## src/rtl/hazard_scoreboard_if.sv

```systemverilog
// ID-stage hazard interface: decoder-side operand/destination info in,
// stall/bubble/forwarding controls out.
interface hazard_scoreboard_if #(
    parameter int NSTAGE = 3,
    parameter int TW     = 2
);
    localparam int SW = $clog2(NSTAGE + 1);

    logic          mem_stall_MEM;
    logic          id_valid;
    logic [4:0]    A1_ID;
    logic [4:0]    A2_ID;
    logic [TW-1:0] Tuse_rs;
    logic [TW-1:0] Tuse_rt;
    logic [4:0]    A3_ID;
    logic          wen_ID;
    logic [TW-1:0] Tnew_ID;
    logic          md_use_ID;
    logic          md_start_ID;
    logic          md_div_ID;

    logic          stall;
    logic          bubble_EX;
    logic [SW-1:0] fwd_rs_sel;
    logic [SW-1:0] fwd_rt_sel;
    logic          md_busy;

    modport master (
        output mem_stall_MEM, id_valid, A1_ID, A2_ID, Tuse_rs, Tuse_rt,
               A3_ID, wen_ID, Tnew_ID, md_use_ID, md_start_ID, md_div_ID,
        input  stall, bubble_EX, fwd_rs_sel, fwd_rt_sel, md_busy
    );

    modport slave (
        input  mem_stall_MEM, id_valid, A1_ID, A2_ID, Tuse_rs, Tuse_rt,
               A3_ID, wen_ID, Tnew_ID, md_use_ID, md_start_ID, md_div_ID,
        output stall, bubble_EX, fwd_rs_sel, fwd_rt_sel, md_busy
    );
endinterface

```

## src/rtl/hazard_scoreboard.sv

```systemverilog
// Per-stage (dest, Tnew) scoreboard for the 5-stage pipeline. Each slot ages
// one stage per advancing cycle; the ID-stage operands are matched against the
// youngest writer to produce stall/bubble and forwarding selects. A down-counter
// tracks the multi-cycle MDU so HI/LO readers wait for completion.
module hazard_scoreboard #(
    parameter int NSTAGE     = 3,
    parameter int TW         = 2,
    parameter int MD_MUL_LAT = 5,
    parameter int MD_DIV_LAT = 10
) (
    input  logic                 clk,
    input  logic                 rst_n,
    hazard_scoreboard_if.slave   sb
);
    localparam int SW = $clog2(NSTAGE + 1);
    localparam int CW = $clog2(MD_DIV_LAT + 1);

    logic [NSTAGE-1:0] vld_q, vld_d;
    logic [4:0]        a3_q   [NSTAGE];
    logic [4:0]        a3_d   [NSTAGE];
    logic [TW-1:0]     tnew_q [NSTAGE];
    logic [TW-1:0]     tnew_d [NSTAGE];
    logic [CW-1:0]     md_cnt_q, md_cnt_d;

    logic          hit_rs, hit_rt;
    logic          stall_rs, stall_rt, stall_md, hz, advance;
    logic [SW-1:0] fwd_rs, fwd_rt;

    // Operand match: the lowest-index (youngest) valid writer decides stall/forward
    always_comb begin
        hit_rs   = 1'b0;
        hit_rt   = 1'b0;
        stall_rs = 1'b0;
        stall_rt = 1'b0;
        fwd_rs   = '0;
        fwd_rt   = '0;
        for (int k = 0; k < NSTAGE; k++) begin
            if (sb.id_valid && (sb.A1_ID != 5'd0) && !hit_rs &&
                vld_q[k] && (a3_q[k] == sb.A1_ID)) begin
                hit_rs   = 1'b1;
                stall_rs = (tnew_q[k] > sb.Tuse_rs);
                if (tnew_q[k] == '0) fwd_rs = SW'(k + 1);
            end
            if (sb.id_valid && (sb.A2_ID != 5'd0) && !hit_rt &&
                vld_q[k] && (a3_q[k] == sb.A2_ID)) begin
                hit_rt   = 1'b1;
                stall_rt = (tnew_q[k] > sb.Tuse_rt);
                if (tnew_q[k] == '0) fwd_rt = SW'(k + 1);
            end
        end
    end

    assign stall_md = sb.id_valid & sb.md_use_ID & (md_cnt_q != '0);
    assign hz       = stall_rs | stall_rt | stall_md;
    assign advance  = ~sb.mem_stall_MEM & ~hz;

    assign sb.stall      = hz | sb.mem_stall_MEM;
    assign sb.bubble_EX  = hz & ~sb.mem_stall_MEM;
    assign sb.fwd_rs_sel = fwd_rs;
    assign sb.fwd_rt_sel = fwd_rt;
    assign sb.md_busy    = (md_cnt_q != '0);

    // Slot shift: freeze on memory stall, inject a bubble on hazard, else take ID
    always_comb begin
        vld_d  = vld_q;
        a3_d   = a3_q;
        tnew_d = tnew_q;
        if (!sb.mem_stall_MEM) begin
            for (int i = NSTAGE - 1; i > 0; i--) begin
                vld_d[i]  = vld_q[i-1];
                a3_d[i]   = a3_q[i-1];
                tnew_d[i] = (tnew_q[i-1] == '0) ? '0 : tnew_q[i-1] - 1'b1;
            end
            if (hz) begin
                vld_d[0]  = 1'b0;
                a3_d[0]   = 5'd0;
                tnew_d[0] = '0;
            end else begin
                vld_d[0]  = sb.id_valid & sb.wen_ID & (sb.A3_ID != 5'd0);
                a3_d[0]   = sb.A3_ID;
                tnew_d[0] = sb.Tnew_ID;
            end
        end
    end

    // MDU counter: loads only when the starting instruction actually advances,
    // otherwise counts down regardless of pipeline freeze
    always_comb begin
        md_cnt_d = md_cnt_q;
        if (advance && sb.id_valid && sb.md_start_ID) begin
            md_cnt_d = sb.md_div_ID ? CW'(MD_DIV_LAT) : CW'(MD_MUL_LAT);
        end else if (md_cnt_q != '0) begin
            md_cnt_d = md_cnt_q - 1'b1;
        end
    end

    // State registers; reset discards every in-flight entry
    always_ff @(posedge clk or negedge rst_n) begin
        if (!rst_n) begin
            vld_q    <= '0;
            md_cnt_q <= '0;
            for (int i = 0; i < NSTAGE; i++) begin
                a3_q[i]   <= 5'd0;
                tnew_q[i] <= '0;
            end
        end else begin
            vld_q    <= vld_d;
            a3_q     <= a3_d;
            tnew_q   <= tnew_d;
            md_cnt_q <= md_cnt_d;
        end
    end
endmodule

```

## src/flat_wrapper.sv

```systemverilog
// flat-port wrapper written by rule: the top's interface ports become plain ports
module hazard_scoreboard_flat 
#(
    parameter int NSTAGE     = 3,
    parameter int TW         = 2,
    parameter int MD_MUL_LAT = 5,
    parameter int MD_DIV_LAT = 10
)
  (clk, rst_n, sb_mem_stall_MEM, sb_id_valid, sb_A1_ID, sb_A2_ID, sb_Tuse_rs, sb_Tuse_rt, sb_A3_ID, sb_wen_ID, sb_Tnew_ID, sb_md_use_ID, sb_md_start_ID, sb_md_div_ID, sb_stall, sb_bubble_EX, sb_fwd_rs_sel, sb_fwd_rt_sel, sb_md_busy);
  hazard_scoreboard_if #(.NSTAGE(NSTAGE), .TW(TW)) sb_i ();
  input  logic clk;
  input  logic rst_n;
  input wire logic [$bits(sb_i.mem_stall_MEM)-1:0] sb_mem_stall_MEM;
  input wire logic [$bits(sb_i.id_valid)-1:0] sb_id_valid;
  input wire logic [$bits(sb_i.A1_ID)-1:0] sb_A1_ID;
  input wire logic [$bits(sb_i.A2_ID)-1:0] sb_A2_ID;
  input wire logic [$bits(sb_i.Tuse_rs)-1:0] sb_Tuse_rs;
  input wire logic [$bits(sb_i.Tuse_rt)-1:0] sb_Tuse_rt;
  input wire logic [$bits(sb_i.A3_ID)-1:0] sb_A3_ID;
  input wire logic [$bits(sb_i.wen_ID)-1:0] sb_wen_ID;
  input wire logic [$bits(sb_i.Tnew_ID)-1:0] sb_Tnew_ID;
  input wire logic [$bits(sb_i.md_use_ID)-1:0] sb_md_use_ID;
  input wire logic [$bits(sb_i.md_start_ID)-1:0] sb_md_start_ID;
  input wire logic [$bits(sb_i.md_div_ID)-1:0] sb_md_div_ID;
  output wire logic [$bits(sb_i.stall)-1:0] sb_stall;
  output wire logic [$bits(sb_i.bubble_EX)-1:0] sb_bubble_EX;
  output wire logic [$bits(sb_i.fwd_rs_sel)-1:0] sb_fwd_rs_sel;
  output wire logic [$bits(sb_i.fwd_rt_sel)-1:0] sb_fwd_rt_sel;
  output wire logic [$bits(sb_i.md_busy)-1:0] sb_md_busy;
  assign sb_i.mem_stall_MEM = sb_mem_stall_MEM;
  assign sb_i.id_valid = sb_id_valid;
  assign sb_i.A1_ID = sb_A1_ID;
  assign sb_i.A2_ID = sb_A2_ID;
  assign sb_i.Tuse_rs = sb_Tuse_rs;
  assign sb_i.Tuse_rt = sb_Tuse_rt;
  assign sb_i.A3_ID = sb_A3_ID;
  assign sb_i.wen_ID = sb_wen_ID;
  assign sb_i.Tnew_ID = sb_Tnew_ID;
  assign sb_i.md_use_ID = sb_md_use_ID;
  assign sb_i.md_start_ID = sb_md_start_ID;
  assign sb_i.md_div_ID = sb_md_div_ID;
  assign sb_stall = sb_i.stall;
  assign sb_bubble_EX = sb_i.bubble_EX;
  assign sb_fwd_rs_sel = sb_i.fwd_rs_sel;
  assign sb_fwd_rt_sel = sb_i.fwd_rt_sel;
  assign sb_md_busy = sb_i.md_busy;
  hazard_scoreboard #(.NSTAGE(NSTAGE), .TW(TW), .MD_MUL_LAT(MD_MUL_LAT), .MD_DIV_LAT(MD_DIV_LAT)) u_core (.clk(clk), .rst_n(rst_n), .sb(sb_i));
endmodule
```

## config.mk

```make
export PLATFORM = sky130hd
export DESIGN_NAME = hazard_scoreboard_flat
export DESIGN_NICKNAME = d
export VERILOG_FILES = /design/src/rtl/hazard_scoreboard_if.sv /design/src/rtl/hazard_scoreboard.sv /design/src/flat_wrapper.sv
export SDC_FILE = /design/constraint.sdc
export NUM_CORES = 1
export LEC_CHECK = 0
export BUFFER_PORTS_ARGS = -buffer_cell sky130_fd_sc_hd__buf_2
export CAP_MARGIN = 20
export CORE_MARGIN = 2
export CORE_UTILIZATION = 40
export DETAILED_ROUTE_END_ITERATION = 10
export PLACE_DENSITY = 0.67
export SETUP_SLACK_MARGIN = 0.15
export SLEW_MARGIN = 30
export SYNTH_ARGS = -nofsm -noshare
export SYNTH_HDL_FRONTEND = slang
export SYNTH_SLANG_ARGS = --single-unit
```

## constraint.sdc

```tcl
create_clock -name clk -period 5.2 [get_ports clk]
set_input_delay 0.26 -clock clk [delete_from_list [all_inputs] [get_ports clk]]
set_output_delay 0.26 -clock clk [all_outputs]
set_load 0.01 [all_outputs]
```

==> flow_summary.json <==
{
  "synth.avg_cell_area_um2": 9.64,
  "rrSetupSlack_ps": 2730,
  "initial_core_util": 0.420,
  "finalSetupTns_ps": 0,
  "relSlewSlack": 0.551,
  "async_flop_share": 1.00,
  "r2r_start": "u_core.md_cnt_q[0]",
  "syn_inst": 207,
  "p_per_area_mw_per_mm2": 309,
  "slew_viol_final": 0,
  "worstHoldPathType": "input port to asynchronous set/reset pin",
  "crit_type": "flip-flop to primary output",
  "grt_max_degree": 40,
  "synth_edf_count": 0,
  "ys_seq_area_frac": 0.351,
  "finClkSkew_ps": 4.28,
  "synth_top_flop_cell": "dfrtp_1",
  "ios": 36,
  "p_leak_nw": 1.02,
  "cts_max_level": 1,
  "final_cell_mix": "35 x buf_2, 28 x dfrtp_1, 21 x xnor2_1",
  "period_minus_slack_ps": 2690,
  "die_h_um": 74.6,
  "worstSetupStartpointType": "flip-flop",
  "grt_pass1_wl_um": 7240,
  "ant_nets": 0,
  "clock_latency_ps": 280,
  "r2r_cells": 9,
  "post_cts_buffers": 0,
  "cts_root_buf": "clkbuf_8",
  "gp_congestion": 0.865,
  "synth_area_mm2": 0.00200,
  "synth_cell_types": 43,
  "die_x_um": 74.6,
  "layout_setup_ws_ps": 2510,
  "post_cts_resized": 0,
  "post-place-ws_ps": 2740,
  "wirelength_um": 4390,
  "violations": "negative hold slack",
  "cp-endpoint": "sb_stall",
  "cts_buffers": 3,
  "setup_violations": 0,
  "rsz0062_at_grt": "no",
  "vias": 1558,
  "cts.path.max_buffers": 2,
  "hold_violations": 28,
  "core_area_mm2": 0.00475,
  "clk_pin_slew_ps": 100,
  "ir_worst_vdd_mv": 0.156,
  "worst_hold_slack_ps": -9.33,
  "cp.arrival_ps": 2430,
  "overflow": 0,
  "dr.pass1.iters": 4,
  "antenna_cells": 0,
  "maxCapViolations": 0,
  "yosys_warnings": 0,
  "dieArea_mm2": 0.00557,
  "critPathMaxFanout": 11,
  "drc_errors": 0,
  "syn_to_final_growth_pct": 15.4,
  "grt_usage": 0.171,
  "ctsHoldBuffers": 0,
  "cts_tree": "yes",
  "status": "finished, violations left",
  "io_buffers": 35,
  "layout_commonest_cell": "buf_2",
  "timing.final.crit_share": 0.516,
  "syn-num-nets": 250,
  "critical_path.startpoint": "u_core.md_cnt_q[0]",
  "cp-end-kind": "primary output",
  "ys_ff_latch": 28,
  "avgRoutedWirePerCell_um": 14.3,
  "dpl.hpwl_um": 3500,
  "grt_pass1_vias": 1551,
  "r2r_end": "u_core.md_cnt_q[1]",
  "drive_above_1_share": 0.242,
  "finalNetCount": 284,
  "row_count": 25,
  "via_per_inst": 5.07,
  "critPathRequiredTime_ps": 4940,
  "cts.sinks": 28,
  "drt_iter0_markers": 50,
  "tightest_slew_ps": 673,
  "max_freq_mhz": 372,
  "antenna_found_initial": 0
}
logic make-up (layout without fill, tap and decap cells):
group,count (synthesis),after routing,share of synthesized area
flops,28,28,0.351
buf+inv,16,49,0.0301
mux,18,18,0.0991
compound gates,36,36,0.124
fa+ha+maj,14,14,0.0878
xor+xnor,32,32,0.140
simple gates,63,63,0.167
flip-flops by register name (all words and copies together) (netlist names):
signal,flops
u_core.tnew_q,6
u_core.vld_q,3
u_core.a3_q,15
u_core.md_cnt_q,4
layout make-up:
cell class	instances	area [µm²]
sequential	28	701
multi-input combinational	163	1230
clock buffer	3	41.3
fill	485	2450
timing repair buffer	35	175
clock inverter	1	30.0
tap	67	83.8
inverter	10	37.5
worst min path at each step:
stage,startpoint,endpoint,slack (ps),cells after the start
4_1_cts,rst_n,u_core.a3_q[11],7,1
3_5_place_dp,rst_n,u_core.a3_q[11],310,1
3_3_place_gp,rst_n,u_core.a3_q[10],310,1
6_report,rst_n,u_core.a3_q[12],-9,1
2_1_floorplan,rst_n,u_core.a3_q[0],-40,0
5_1_grt,rst_n,u_core.a3_q[14],40,1
worst max-delay path, stage by stage, from the launching register on:
cell	delay, ps
dfrtp_1	420
inv_1	90
ha_1	170
or3b_1	460
nand3_1	130
o41ai_1	100
a21oi_2	170
o211ai_4	170
or2_2	300
buf_2	140
Yosys cell counts, types with 2 or more instances:
library cell	count	area, µm²
a21oi_1	8	40.0
a22o_1	2	17.5
and3_1	2	12.5
clkbuf_1	5	18.8
dfrtp_1	28	701
ha_1	14	175
inv_1	10	37.5
mux2_1	2	22.5
mux2_2	12	135
mux2i_1	4	40.0
nand2_1	19	71.3
nand2b_1	7	43.8
nand3_1	2	10.0
nand4_1	5	31.3
nor2_1	10	37.5
nor2b_1	4	25.0
nor3_1	3	15.0
nor4_1	2	12.5
o21ai_0	11	55.1
or2_2	2	12.5
or4_1	3	22.5
xnor2_1	21	184
xor2_1	11	96.3
routing by layer:
| layer | part of all wire | up-vias | GRT usage |
|---|---|---|---|
| met4 | 0.010 | 0 | 0.0417 |
| met2 | 0.50 | 37 | 0.307 |
| met1 | 0.45 | 728 | 0.224 |
| met3 | 0.040 | 5 | 0.0161 |
| li1 | - | 788 | - |
| met5 | 0 | - | 0 |
report_power, final:
group	switching, W	internal, W	leakage, nW
Combinational	0.000113	0.000116	0.631
Clock	0.0000686	0.000103	0.0357
Sequential	0.0000499	0.000262	0.355
Total	0.000232	0.000480	1.02
metrics by stage:
| stage | instance area [µm²] | instances | power [W] | hold WS (ps) | utilization |
|---|---|---|---|---|---|
| 2_1_floorplan | 2000 | 207 | 0.000474 | -35.6 | - |
| 3_3_place_gp | 2230 | 303 | 0.000539 | 314 | 0.469 |
| 3_5_place_dp | 2230 | 303 | 0.000546 | 315 | 0.469 |
| 4_1_cts | 2300 | 307 | 0.000720 | 6.96 | 0.484 |
| 5_1_grt | 2300 | 307 | 0.000764 | 37.7 | 0.484 |
| 6_report | 2300 | 307 | 0.000712 | -9.33 | 0.484 |
No activity file was read; power rests on OpenSTA's default activity.
